File: config.mk
export PLATFORM = sky130hd
export DESIGN_NAME = instr_fetch
export DESIGN_NICKNAME = d
export VERILOG_FILES = /design/src/rtl/instr_fetch.sv
export SDC_FILE = /design/constraint.sdc
export NUM_CORES = 1
export LEC_CHECK = 0
export CAP_MARGIN = 20
export CORE_ASPECT_RATIO = 1.75
export CORE_UTILIZATION = 66
export CTS_CLUSTER_SIZE = 8
export DETAILED_ROUTE_END_ITERATION = 8
export PLACE_DENSITY = 0.87
export SLEW_MARGIN = 10
export SYNTH_ARGS = -nofsm -noshare
export SYNTH_HDL_FRONTEND = slang
export SYNTH_SLANG_ARGS = --single-unit
File: constraint.sdc
create_clock -name Clock -period 6.8 [get_ports Clock]
set_input_delay 0.68 -clock Clock [delete_from_list [all_inputs] [get_ports Clock]]
set_output_delay 0.68 -clock Clock [all_outputs]
set_load 0.01 [all_outputs]
File: src/rtl/instr_fetch.sv
// instr_fetch: program sequencer that feeds DIN/Run of the 16-bit bus processor from a host-loaded program memory.
// Optional build macro FETCH_WATCHDOG_EN: halt with fault when EXEC waits WDOG_LIMIT cycles without Done.
module instr_fetch #(
  parameter int ADDR_W     = 5,
  parameter int WDOG_LIMIT = 7
) (
  input  logic              Clock,
  input  logic              Resetn,
  input  logic              Start,
  input  logic              Done,
  input  logic              prog_we,
  input  logic [ADDR_W-1:0] prog_addr,
  input  logic [15:0]       prog_data,
  output logic [15:0]       DIN,
  output logic              Run,
  output logic [ADDR_W-1:0] pc,
  output logic              busy,
  output logic              halted,
  output logic              fault
);

  localparam int DEPTH = 2 ** ADDR_W;
  localparam logic [2:0] OP_MVI  = 3'b001;
  localparam logic [2:0] OP_HALT = 3'b111;

  typedef enum logic [1:0] {S_IDLE, S_FETCH, S_EXEC, S_HALTED} state_t;

  state_t              state, state_next;
  logic [ADDR_W-1:0]   pc_next;
  logic [15:0]         mem [DEPTH];
  logic [15:0]         cur_word;
  logic                is_halt;
  logic                is_mvi;
  logic                loadable;

  assign cur_word = mem[pc];
  assign is_halt  = (cur_word[15:13] == OP_HALT);
  assign is_mvi   = (cur_word[15:13] == OP_MVI);
  assign loadable = (state == S_IDLE) || (state == S_HALTED);

  // NOTE: the program array has no reset; clearing it would turn it into a huge reset fan-out for no benefit.
  always_ff @(posedge Clock) begin
    if (prog_we && loadable) mem[prog_addr] <= prog_data;
  end

`ifdef FETCH_WATCHDOG_EN
  logic [2:0] wdog_cnt, wdog_cnt_next;
  logic       fault_q, fault_next;
  assign fault = fault_q;
`else
  // Limit only matters with the watchdog compiled in.
  logic [2:0] unused_wdog_limit;
  assign unused_wdog_limit = 3'(WDOG_LIMIT);
  assign fault = 1'b0;
`endif

  // NOTE: every signal gets a default first so no path through the case infers a latch.
  always_comb begin
    state_next = state;
    pc_next    = pc;
`ifdef FETCH_WATCHDOG_EN
    wdog_cnt_next = wdog_cnt;
    fault_next    = fault_q;
`endif
    unique case (state)
      S_IDLE, S_HALTED: begin
        if (Start) begin
          state_next = S_FETCH;
          pc_next    = '0;
`ifdef FETCH_WATCHDOG_EN
          fault_next = 1'b0;
`endif
        end
      end
      S_FETCH: begin
        if (is_halt) begin
          state_next = S_HALTED;
        end else begin
          state_next = S_EXEC;
          // MVI moves pc onto its immediate so EXEC presents it on DIN.
          if (is_mvi) pc_next = pc + ADDR_W'(1);
`ifdef FETCH_WATCHDOG_EN
          wdog_cnt_next = '0;
`endif
        end
      end
      S_EXEC: begin
        if (Done) begin
          state_next = S_FETCH;
          pc_next    = pc + ADDR_W'(1);
        end
`ifdef FETCH_WATCHDOG_EN
        else if (wdog_cnt == 3'(WDOG_LIMIT - 1)) begin
          state_next = S_HALTED;
          fault_next = 1'b1;
        end else begin
          wdog_cnt_next = wdog_cnt + 3'd1;
        end
`endif
      end
      default: state_next = S_IDLE;
    endcase
  end

  // NOTE: sequential state uses non-blocking assignments so all registers update together at the edge.
  always_ff @(posedge Clock or negedge Resetn) begin
    if (!Resetn) begin
      state <= S_IDLE;
      pc    <= '0;
`ifdef FETCH_WATCHDOG_EN
      wdog_cnt <= '0;
      fault_q  <= 1'b0;
`endif
    end else begin
      state <= state_next;
      pc    <= pc_next;
`ifdef FETCH_WATCHDOG_EN
      wdog_cnt <= wdog_cnt_next;
      fault_q  <= fault_next;
`endif
    end
  end

  assign busy   = (state == S_FETCH) || (state == S_EXEC);
  assign halted = (state == S_HALTED);
  assign Run    = ((state == S_FETCH) && !is_halt) || (state == S_EXEC);
  assign DIN    = busy ? cur_word : 16'h0000;

endmodule

==> impl_results.md <==
- Status: finished clean
- CP cell instances: buf_12 > mux4_1 > a22o_1 > a211oi_2 > or2_2 > o31ai_1 > nand2_1 > clkdlybuf4s50_1
- Post-CTS setup buffers: 0
- Rows: between 80 and 90
- Nets: about 1000
- Power Dens Cells: 378 mW/mm^2
- Antenna-violating nets left: 0
- Post-synthesis sequential area ratio: about 77%
- DRT Wirelength: around 53000 um
- DP Worst Slack: between 2000 and 3000 ps
- NetSw: 2.34 mW
- N_diodes: 0
- CP startpoint: pc[0]
- CP Capture Type: output pin
- R2R Path Start: pc[0]
- Clock transition at the registers of the reported paths: 60 ps
- Combinational share of power: 21.8%
- Switch share: approximately a quarter
- Worst hold slack: ~390 ps
- Chip width: between 100 and 150 um
- DRC Markers: 0
- Internal power: ~6.5 mW
- Reg-to-Reg End: pc[1]
- Cell Area, Synth: ~0.020 sq mm
- Hold buffers post-CTS: 0
- CTS Buf Count: 74
- Grt total ovfl: 0
- CP Class: reg -> out
- Drt pass-1 iters: 7
- Reg area: ~0.016 sq mm
- VDD IR max: ~0.31 mV
- Startpoint class of the critical path: flip-flop
- CP Capture Point: Run
- Worst path required time: 6120 ps
- Delay-heaviest family, CP: buffers and inverters
- Synthesized Nets: slightly above 900
- Pin count of the biggest net entering global routing: roughly 140
- Initial DRC count: 1410
- Setup WS post-layout: 1800 ps
- Synth top cells by count: edfxtp_1, mux4_2, nor2_1
- Clock root buffer: clkbuf_16
- Mean Syn Cell Area: 22.5 sq um
- WL/cell: around 37 um
- Final Hold Vio Count: 0
- Post-synth ARST share: 1.35%
- Synth Warn #: 0
- Total track usage: 35.6%
- Max stage delay on crit path: approximately 790 ps
- CTS resizes: 0
- Core area: 0.0301 sq mm
- Final Slew Violations: 0
- #FFs+latches synth: slightly above 500
- Total clock sinks: between 500 and 600
- Max_cap viols: 0
- Maximum clock rate: ~200 MHz
- Die height: 233 um
- Levels on crit path: 8
- Worst min-delay path class: in -> async
- Post-synth cell types: 43
- Worst Path Arrival: ~4300 ps
- Slew @ Worst Pin: 1220 ps
- Sequential fraction of design power: slightly above 40%
- Filler cell count: about 1400
- Share of the synthesized area in the top cell type: 76.1%
- Ys flop type: edfxtp_1
- Worst reg2reg setup slack: roughly 3000 ps
- Starting Density: roughly two thirds
- RSZ-0062 raised after global routing: no
- Post-route clock period utilization: roughly three quarters
- I/O Pins: 51
- Max clock buf depth: 3
- Setup_tns: 0 ps
- Vias in the first global route: around 11000
- Placed cells: around 1300
- Later-pin clock latency in the skew report: roughly 600 ps
- Multi-input logic area: ~0.0045 sq mm
- Clock Skew: between 20 and 25 ps
- CP bufs+invs: 2
- Finish-stage setup viols: 0
- Share of cells above drive strength 1: between 20% and 30%
- Antenna violations before repair: 0
- Post-synth EDFFs: 512
- H-tree Lvls: 3
- Leak: 7.32 nW
- Post-route insts no fill: between 1000 and 1500
- Power, Total: 8.85 mW
- Wire length of the first global-routing pass: 75200 um
- GP Congestion: ~0.85
- Post-Synthesis Cells: ~900
- # port buffers: 49
- Die ar.: approximately 0.031 sq mm
- Crit path max fanout: 81
- Area contributors post-synth: edfxtp_1, mux4_2, mux2i_1, nor2_1, dfrtp_1
- Clock tree from TritonCTS: built
- Final worst path period need: about 5000 ps
- Clock Power Share: between 30% and 40%
- Synth area leader: edfxtp_1
- Most numerous cell in the Yosys netlist: edfxtp_1
- Vias: roughly 10000
- Slowest stage cell, crit path: dfrtp_4
- Synth-to-Final Area Change: 16.0%
- DP Wirelength: approximately 26000 um
- Cells on worst reg2reg path: 7
- Max-slew headroom: between 10% and 20%
- Vias per cell: about 7.4
-- layout by cell type (no fill, tap or decap), drive strengths merged, types with 2 or more instances in the layout --
master,instances
a211oi,3
mux4,145
clkbuf,82
edfxtp,512
buf,43
nand2b,3
clkinv,2
a22o,3
ha,4
o221ai,7
o21ai,5
inv,6
a21oi,14
mux2i,18
or2,3
dfrtp,7
a211o,2
nand3b,4
a221oi,3
or3,2
o31a,2
o22ai,3
clkdlybuf4s50,49
nor2,47
or3b,2
o41ai,2
nand2,32
and2,4
mux2,4
nand4,3
nor2b,3
-- power groups by stage --
stage | Sequential, mW | Clock [mW] | Combinational, mW
global route | 3.67 | 3.38 | 2.02
CTS | 3.67 | 3.26 | 1.91
global placement | 3.72 | 0 | 1.80
detailed placement | 3.73 | 0 | 1.84
finish | 3.67 | 3.26 | 1.92
floorplan | 3.66 | 0 | 1.32
-- cell families (layout without fill, tap and decap cells) --
kind of cell    after synthesis  in the layout  share of synthesized area [%]
compound gates               47             47                           1.83
fa+ha+maj                     4              4                          0.248
buf+inv                      54            182                           1.20
flops                       519            519                           77.0
mux                         167            167                           17.4
other cells                   1              1                         0.0186
simple gates                104            104                           2.29
-- per-layer routing --
layer | wire (um) | part of all wire (%) | GRT usage (%)
met5 | 0 | 0 | 0
met4 | 3390 | 6.4 | 21.9
met3 | 5420 | 10 | 8.09
met2 | 26900 | 51 | 58.1
met1 | 17100 | 32 | 43.6
-- state kept, by name (all words and copies together) (netlist names) --
register,cells
mem,512
state,2
pc,5
-- layout make-up --
| class | instances | area share [%] |
|---|---|---|
| Sequential cell | 519 | 66.4 |
| Timing Repair Buffer | 92 | 4.00 |
| Multi-Input combinational cell | 323 | 19.1 |
| Inverter | 6 | 0.0962 |
| Tap cell | 387 | 2.07 |
| Clock buffer | 82 | 8.22 |
| Clock inverter | 2 | 0.107 |
-- worst min path at each step --
stage / slack, ps / cells past startpoint / end / from
after floorplan: 380 / 0 / pc[0] / Resetn
after global placement: 560 / 1 / state[1] / state[1]
after detailed placement: 600 / 1 / state[1] / state[1]
after CTS: 390 / 1 / pc[4] / Resetn
after global routing: 400 / 1 / state[0] / Resetn
final: 390 / 1 / pc[4] / Resetn
-- per-stage QoR --
stage | instance area, sq um | util [%]
detailed placement | 21300 | 71.0
global placement | 21300 | 70.8
finish | 23400 | 77.9
CTS | 23300 | 77.5
floorplan | 20200 | -
global route | 23400 | 77.9
-- worst reg2reg max path, stage by stage, from the launching register on --
cell and delay, ps:
dfrtp_4 790, buf_12 550, mux4_1 810, a22o_1 240
a211oi_2 410, nor2_1 140, o31a_4 410, mux2_4 300
No activity file was read; power rests on OpenSTA's default activity.
